File: config.mk
export PLATFORM = sky130hd
export DESIGN_NAME = centroid_tracker
export DESIGN_NICKNAME = d
export VERILOG_FILES = /design/src/rtl/centroid_pkg.sv /design/src/rtl/centroid_tracker_seq_divider.sv /design/src/rtl/centroid_tracker.sv
export SDC_FILE = /design/constraint.sdc
export NUM_CORES = 1
export LEC_CHECK = 0
export CAP_MARGIN = 20
export CORE_MARGIN = 3
export CORE_UTILIZATION = 40
export CTS_BUF_LIST = sky130_fd_sc_hd__clkbuf_16
export DETAILED_ROUTE_END_ITERATION = 16
export HOLD_SLACK_MARGIN = 0.06
export PLACE_DENSITY_LB_ADDON = 0.2
export SLEW_MARGIN = 15
export SYNTH_ARGS = -nofsm -noshare
export SYNTH_HDL_FRONTEND = slang
export SYNTH_HIERARCHICAL = 1
export SYNTH_SLANG_ARGS = --single-unit
File: constraint.sdc
create_clock -name PClk -period 4.9 [get_ports PClk]
set_input_delay 0.49 -clock PClk [delete_from_list [all_inputs] [get_ports PClk]]
set_output_delay 0.49 -clock PClk [all_outputs]
set_load 0.05 [all_outputs]
File: src/rtl/centroid_pkg.sv
// Shared types and constants for the centroid tracker.
package centroid_pkg;

    typedef enum logic [2:0] {
        SYNC,
        IDLE,
        CHECK,
        DIV_H,
        DIV_V,
        UPDATE
    } state_t;

    localparam logic [11:0] CENTER_H_NONE = 12'hFFF;
    localparam logic [10:0] CENTER_V_NONE = 11'h7FF;

endpackage

File: src/rtl/centroid_tracker_seq_divider.sv
// Unsigned restoring divider: start loads operands, done pulses W cycles later.
module seq_divider #(
    parameter int unsigned W = 32
) (
    input  logic         clk,
    input  logic         reset,
    input  logic         start,
    input  logic [W-1:0] dividend,
    input  logic [W-1:0] divisor,
    output logic [W-1:0] quotient,
    output logic         done
);

    localparam int unsigned CW = $clog2(W + 1);

    logic [W-1:0]  rem;
    logic [W-1:0]  div_reg;
    logic [CW-1:0] steps;
    logic          busy;
    logic [W:0]    shifted;
    logic [W:0]    diff;

    // The dividend is shifted out of the quotient register as quotient bits shift in.
    always_comb begin
        shifted = {rem, quotient[W-1]};
        diff    = shifted - {1'b0, div_reg};
    end

    always_ff @(posedge clk) begin
        if (reset) begin
            rem      <= '0;
            div_reg  <= '0;
            quotient <= '0;
            steps    <= '0;
            busy     <= 1'b0;
            done     <= 1'b0;
        end else begin
            done <= 1'b0;
            if (start) begin
                rem      <= '0;
                quotient <= dividend;
                div_reg  <= divisor;
                steps    <= CW'(W);
                busy     <= 1'b1;
            end else if (busy) begin
                if (!diff[W]) begin
                    rem      <= diff[W-1:0];
                    quotient <= {quotient[W-2:0], 1'b1};
                end else begin
                    rem      <= shifted[W-1:0];
                    quotient <= {quotient[W-2:0], 1'b0};
                end
                steps <= steps - CW'(1);
                if (steps == CW'(1)) begin
                    busy <= 1'b0;
                    done <= 1'b1;
                end
            end
        end
    end

endmodule

File: src/rtl/centroid_tracker.sv
// Per-frame ball centroid from the binary mask; divides during vertical blanking.
// Optional macro CENTROID_SMOOTH_EN averages consecutive found centres.
module centroid_tracker
    import centroid_pkg::*;
#(
    parameter int unsigned H_ACTIVE   = 320,
    parameter int unsigned V_ACTIVE   = 240,
    parameter int unsigned MIN_PIXELS = 16,
    parameter int unsigned ACC_W      = 32
) (
    input  logic        PClk,
    input  logic        Reset,
    input  logic        Binary_in,
    input  logic [11:0] VtcHCnt,
    input  logic [10:0] VtcVCnt,
    output logic [11:0] center_h,
    output logic [10:0] center_v,
    output logic        ball_found,
    output logic [16:0] pixel_count,
    output logic        result_stb,
    output logic        frame_drop
);

    state_t             state;
    logic [ACC_W-1:0]   sum_h;
    logic [ACC_W-1:0]   sum_v;
    logic [16:0]        cnt;
    logic [ACC_W-1:0]   op_v;
    logic [16:0]        op_cnt;
    logic [11:0]        q_h;
    logic               found;
    logic               fs;
    logic               fe;
    logic               active;
    logic               div_start;
    logic [ACC_W-1:0]   div_dividend;
    logic [ACC_W-1:0]   div_divisor;
    logic [ACC_W-1:0]   div_q;
    logic               div_done;
    logic [11:0]        next_h;
    logic [10:0]        next_v;

    // The H divide is launched straight from the live accumulators at frame end,
    // overlapping the CHECK cycle; a not-found frame simply ignores its result.
    always_comb begin
        fs           = (VtcHCnt == 12'd0) && (VtcVCnt == 11'd0);
        fe           = (VtcHCnt == 12'd0) && (VtcVCnt == 11'(V_ACTIVE));
        active       = Binary_in && (VtcHCnt < 12'(H_ACTIVE)) && (VtcVCnt < 11'(V_ACTIVE))
                       && ((state != SYNC) || fs);
        div_start    = (fe && (state == IDLE)) || ((state == DIV_H) && div_done);
        div_dividend = (state == DIV_H) ? op_v : sum_h;
        div_divisor  = (state == DIV_H) ? ACC_W'(op_cnt) : ACC_W'(cnt);
`ifdef CENTROID_SMOOTH_EN
        if (ball_found) begin
            next_h = 12'(({1'b0, center_h} + {1'b0, q_h} + 13'd1) >> 1);
            next_v = 11'(({1'b0, center_v} + {1'b0, 11'(div_q)} + 12'd1) >> 1);
        end else begin
            next_h = q_h;
            next_v = 11'(div_q);
        end
`else
        next_h = q_h;
        next_v = 11'(div_q);
`endif
    end

    seq_divider #(.W(ACC_W)) u_div (
        .clk      (PClk),
        .reset    (Reset),
        .start    (div_start),
        .dividend (div_dividend),
        .divisor  (div_divisor),
        .quotient (div_q),
        .done     (div_done)
    );

    always_ff @(posedge PClk) begin
        if (Reset || fe) begin
            sum_h <= '0;
            sum_v <= '0;
            cnt   <= '0;
        end else if (active) begin
            sum_h <= sum_h + ACC_W'(VtcHCnt);
            sum_v <= sum_v + ACC_W'(VtcVCnt);
            if (cnt != '1) cnt <= cnt + 17'd1;
        end
    end

    always_ff @(posedge PClk) begin
        if (Reset) begin
            state       <= SYNC;
            center_h    <= CENTER_H_NONE;
            center_v    <= CENTER_V_NONE;
            ball_found  <= 1'b0;
            pixel_count <= '0;
            result_stb  <= 1'b0;
            frame_drop  <= 1'b0;
            op_v        <= '0;
            op_cnt      <= '0;
            q_h         <= '0;
            found       <= 1'b0;
        end else begin
            result_stb <= 1'b0;
            if (fe && (state != IDLE) && (state != SYNC)) frame_drop <= 1'b1;
            case (state)
                SYNC: if (fs) state <= IDLE;
                IDLE: begin
                    if (fe) begin
                        op_v   <= sum_v;
                        op_cnt <= cnt;
                        state  <= CHECK;
                    end
                end
                CHECK: begin
                    if (op_cnt < 17'(MIN_PIXELS)) begin
                        found <= 1'b0;
                        state <= UPDATE;
                    end else begin
                        found <= 1'b1;
                        state <= DIV_H;
                    end
                end
                DIV_H: begin
                    if (div_done) begin
                        q_h   <= 12'(div_q);
                        state <= DIV_V;
                    end
                end
                DIV_V: if (div_done) state <= UPDATE;
                UPDATE: begin
                    result_stb  <= 1'b1;
                    pixel_count <= op_cnt;
                    ball_found  <= found;
                    if (found) begin
                        center_h <= next_h;
                        center_v <= next_v;
                    end else begin
                        center_h <= CENTER_H_NONE;
                        center_v <= CENTER_V_NONE;
                    end
                    state <= IDLE;
                end
                default: state <= SYNC;
            endcase
        end
    end

endmodule

**Word level (Yosys, flattened, before mapping)**

Cells that the tools add are included.
W data, S select, Z words.

- Flip-flop bits (word level): 293
- Input bits: 26
- Output and inout port bits: 43
- Logic and storage cells: 88

- Add/subtract/negate cells: 5
- $lt $le $gt $ge: 3
- Equality and inequality tests: 13
- Multiplexer cells: 22
- Bitwise gates (word level): 1
- Reduce and logical (&&, ||, !) cells: 23

Operators by type and width:

| cell | count |
|---|---|
| $mux W32 | 4 |
| $sub A33 B32 Y33 | 1 |
| $add A32 B11 Y32 | 1 |
| $add A32 B12 Y32 | 1 |
| $pmux W3 S6 | 1 |
| $add A17 B1 Y17 const B | 1 |
| $lt A17 B5 Y1 const B | 1 |
| $mux W17 | 1 |
| $ne A17 B17 Y1 const B | 1 |
| $mux W3 | 5 |
| $logic_not A12 Y1 | 1 |
| $lt A12 B9 Y1 const B | 1 |
| $mux W12 | 1 |
| $mux W6 | 2 |
| $eq A11 B8 Y1 const B | 1 |
| $logic_not A11 Y1 | 1 |
| $lt A11 B8 Y1 const B | 1 |
| $mux W11 | 1 |
| $logic_and A1 B1 Y1 | 9 |
| $mux W1 | 7 |
| $eq A3 B2 Y1 const B | 2 |
| $eq A3 B3 Y1 const B | 2 |
| $eq A6 B1 Y1 const B | 1 |
| $reduce_and A2 Y1 | 3 |
| other kinds (13) | 17 |

**Longest topological paths before layout**

- Depth in word-level cells: 5
- Depth in mapped cells: 14
- Mapped depth without buffers: 13

**Cells and area by module**

The synthesis kept the hierarchy.

Modules (own cells, without submodules):

| module | times used | cells an instance | area an instance (um^2) | seq. area each (um^2) |
|---|---|---|---|---|
| centroid_tracker | 1 | 1143 | 9257.6 | 3783.6 |
| seq_divider | 1 | 758 | 5987.0 | 2082.0 |

**Worst setup path before layout**

OpenSTA, ideal clock, no wires.

- Path kind: reg2reg
- Start: register u_div.quotient[31]
- End: register u_div.rem[11]
- Library setup time: 0.091 ns
- Arrival: 2.719 ns
- Required time: 4.809 ns
- Path slack: 2.090 ns
- Stages on the path, launching flop included: 14
- Buffers on the path: 1
- Clock period less this slack: 2.810 ns
- Cell sequence: dfxtp_1 inv_1 ha_1 fa_1 nand2b_1 a21oi_1 o2111a_1 o21ai_1 a21oi_2 a221oi_4 xnor2_1 buf_2 o21ai_0 a311oi_1

- Word-level cells in the longest chain between the ends: 2

RTL lines:

| element | RTL line | text |
|---|---|---|
| from (decl) | centroid_tracker_seq_divider.sv:10 | `output logic [W-1:0] quotient,` |
| from (signal assigned) | centroid_tracker_seq_divider.sv:41 | `quotient <= dividend;` |
| from (signal assigned) | centroid_tracker_seq_divider.sv:48 | `quotient <= {quotient[W-2:0], 1'b1};` |
| from (signal assigned) | centroid_tracker_seq_divider.sv:51 | `quotient <= {quotient[W-2:0], 1'b0};` |
| $sub A33 B32 Y33 | centroid_tracker_seq_divider.sv:26 | `diff = shifted - {1'b0, div_reg};` |
| $mux W32 | centroid_tracker_seq_divider.sv:46 | `if (!diff[W]) begin` |
| to (signal assigned) | centroid_tracker_seq_divider.sv:47 | `rem <= diff[W-1:0];` |
| to (signal assigned) | centroid_tracker_seq_divider.sv:50 | `rem <= shifted[W-1:0];` |
| to (decl) | centroid_tracker_seq_divider.sv:16 | `logic [W-1:0] rem;` |

Every way passes these cells.
A chain may end at the register's enable or synchronous reset.

**Final worst setup path**

- Start: register u_div.quotient[31]
- End: register u_div.rem[30]

Same word-level chain as after synthesis.

==> impl_metrics.tcl <==
set metrics [dict create \
    io_pins 69 \
    cp_max_fo 14 \
    p_leak_nw 6.08 \
    synth_cell_types 64 \
    wl_per_cell_microns 15.9 \
    layoutNonFillerInstCount 2448 \
    cp_data_arrival_time_ps 4110 \
    cts.path.max_buffers 3 \
    die_h_microns 201 \
    hold_path.class "in -> reg" \
    fin_area_sq_mm 0.0173 \
    required_ps 5400 \
    max_clock_freq_mhz 277 \
    clk_pin_slew_ps 60 \
    vias 13295 \
    synth-compound-area-share 0.178 \
    drtIter0Drc 641 \
    cap_violations 0 \
    slew_headroom 0.260 \
    synthMuxAreaShare 0.0881 \
    first_global_vias 12607 \
    detailedPlace.worstSlack_ps 1000 \
    final_nets 2011 \
    worst_pin_slew_ps 1110 \
    ys_seq_area_frac 0.385 \
    dpl.hpwl_mm 26.7 \
    synth_xor_area_frac 0.0315 \
    syn-instance-count 1901 \
    synth_fa_ha_area_frac 0.0524 \
    cp-end-kind "flop" \
    diodes 0 \
    track_usage 0.186 \
    status "finished clean" \
    period_share 0.736 \
    hold_viol 0 \
    grt_antenna_before_repair 0 \
    viasPerCell 5.43 \
    syn_area_sq_mm 0.0152 \
    yosys.area_share.simple 0.222 \
    slew_violations 0 \
    cts_tree "yes" \
    setup_viol 0 \
    layout-drive-gt1-share 0.0694 \
    yosysTopAreaCell "dfxtp_1" \
    cts_max_level 1 \
    ys_ff_latch 293 \
    cp-start-kind "flop" \
    syn_to_final_growth_pct 13.2 \
    die_x_microns 201 \
    cts_buffers 31 \
    initial_utilization 0.411 \
    ys.flop_type "dfxtp_1" \
    grt_pass1_wl_mm 64.5 \
    floorplan.rows 70 \
    setup_slack_ps 1290 \
    grt-ovfl-total 0 \
    synth_edf_count 0 \
    clk_latency_ps 580 \
    async_reset_ff_frac 0 \
    place_inst 2394 \
    ant_nets 0 \
    cellPowerDensity_mw_per_mm2 268 \
    period_needed_ps 3610 \
    dieArea_sq_mm 0.0405 \
    path_class "reg -> reg" \
    drtPass1Iterations 4 \
    synth_top_family_by_area "simple AND/OR/NAND/NOR gates" \
    cts.sinks 293 \
    cts_setup_buffers 0 \
    peakVddDrop_mv 0.292 \
    rsz0062_at_grt "no" \
    grt_max_degree 93 \
    cts_resized 0 \
    synth_top_area_frac 0.385 \
    io_buffers 68 \
    cts-root-buf "clkbuf_16" \
    drc 0 \
    p_total_w 0.00462 \
    coreArea_sq_mm 0.0370 \
    syn_area_per_cell_sq_um 8.02 \
    placed_cell_area_sq_mm 0.0164 \
    postCtsHoldBufs 0 \
    ys.warnings.count 6 \
    fin_skew_ps 14.2 \
    synth_area_leaders "dfxtp_1 (38%), a21oi_1 (7.6%), nand2_1 (7.5%)" \
    finalSetupTns_ps 0 \
    totalWireLength_mm 38.9 \
    gp_congestion 0.869 \
]
==> synth_stat cells (3+ instances only) <==
library cell    n
or3_1          21
buf_2           9
nand2b_1       20
a211oi_1       11
fa_1            3
nand4_1        23
mux2i_1        78
nand2_1       306
and3_1         14
a2111oi_0       8
o22ai_1         5
inv_1          58
a21oi_1       231
a31oi_1         6
o21ai_1         4
nor2b_1         7
xor2_1         22
o31ai_1        24
dfxtp_1       293
nor4_1         11
clkbuf_1       85
nand3_1        44
mux2_2         50
o21bai_1        7
a21o_1         13
buf_1          17
xnor2_1        31
or2_2           5
or4_1          24
o21a_1         12
a311oi_1       21
ha_1           59
nor3_1         23
a211o_1         3
nor3b_1        25
o211ai_1       12
and4_1          6
o21ai_0        73
nor2_1        203
and2_1          3
==> stage by stage <==
| step | utilization | hold WS (ps) |
|---|---|---|
| finish | 0.466 | 311 |
| global route | 0.466 | 319 |
| CTS | 0.466 | 285 |
| global placement | 0.442 | 435 |
| detailed placement | 0.442 | 443 |
| floorplan | - | 429 |
==> area by class of cell <==
type                    instances  area, sq um
flip-flops and latches        293         5870
multi-input cells            1451         8810
clock inverters                23          114
clock buffers                  31          776
repair buffers                 87          833
well taps                     504          631
fillers                      3670        19800
inverters                      59          221
==> report_power, final <==
group              switching, W  total, W  internal (W)
registers      0.00000000000594   0.00238       0.00238
clock network          0.000980   0.00212       0.00114
logic                 0.0000781  0.000117     0.0000385
==> layout by cell type (no fill, tap or decap), drive strengths merged, types with 22 or more instances in the layout <==
cell type	netlist	layout
nand2	306	306
nor3b	25	25
mux2i	78	78
dfxtp	293	293
o31ai	24	24
or4	24	24
inv	58	69
mux2	50	50
nor2	203	203
nand3	44	44
nand4	23	23
clkdlybuf4s50	0	67
xnor2	32	32
xor2	22	22
ha	59	59
o21ai	78	78
a21oi	232	232
clkbuf	85	31
nor3	23	23
==> path summary, 6_finish.rpt <==
path	startpoint	to	slack [ps]	cells past startpoint
worst max register to register	u_div/quotient[31]	u_div/rem[30]	1290	14
worst max-delay path	u_div/quotient[31]	u_div/rem[30]	1290	14
worst min-delay path	Reset	u_div/div_reg[27]	310	2
worst min register to register	frame_drop	frame_drop	440	2
==> critical path: stages (launching register included) <==
cell	delay, ps
dfxtp_1	370
inv_1	60
ha_1	220
fa_1	380
nand2b_1	190
a21oi_1	260
o2111a_1	310
o21ai_1	120
a21oi_2	280
a221oi_4	150
xnor2_2	470
buf_4	310
and3_1	180
a21oi_1	40
a21oi_1	180
==> cell families (layout without fill, tap and decap cells) <==
family	Yosys count	count (layout)
AO/OA/AOI/OAI	450	450
multiplexers	128	128
other	1	15
buffers and inverters	171	200
AND/OR/NAND/NOR	742	742
XOR/XNOR	54	54
adder cells (fa/ha/maj)	62	62
flip-flops	293	293
==> per-layer routing <==
metal	vias to the layer above	part of all wire	GRT usage
li1	6711	-	-
met4	0	0.030	0.0548
met3	67	0.037	0.0265
met1	6277	0.47	0.250
met2	240	0.46	0.314
met5	-	0	0
(Power assumes the default switching activity.)
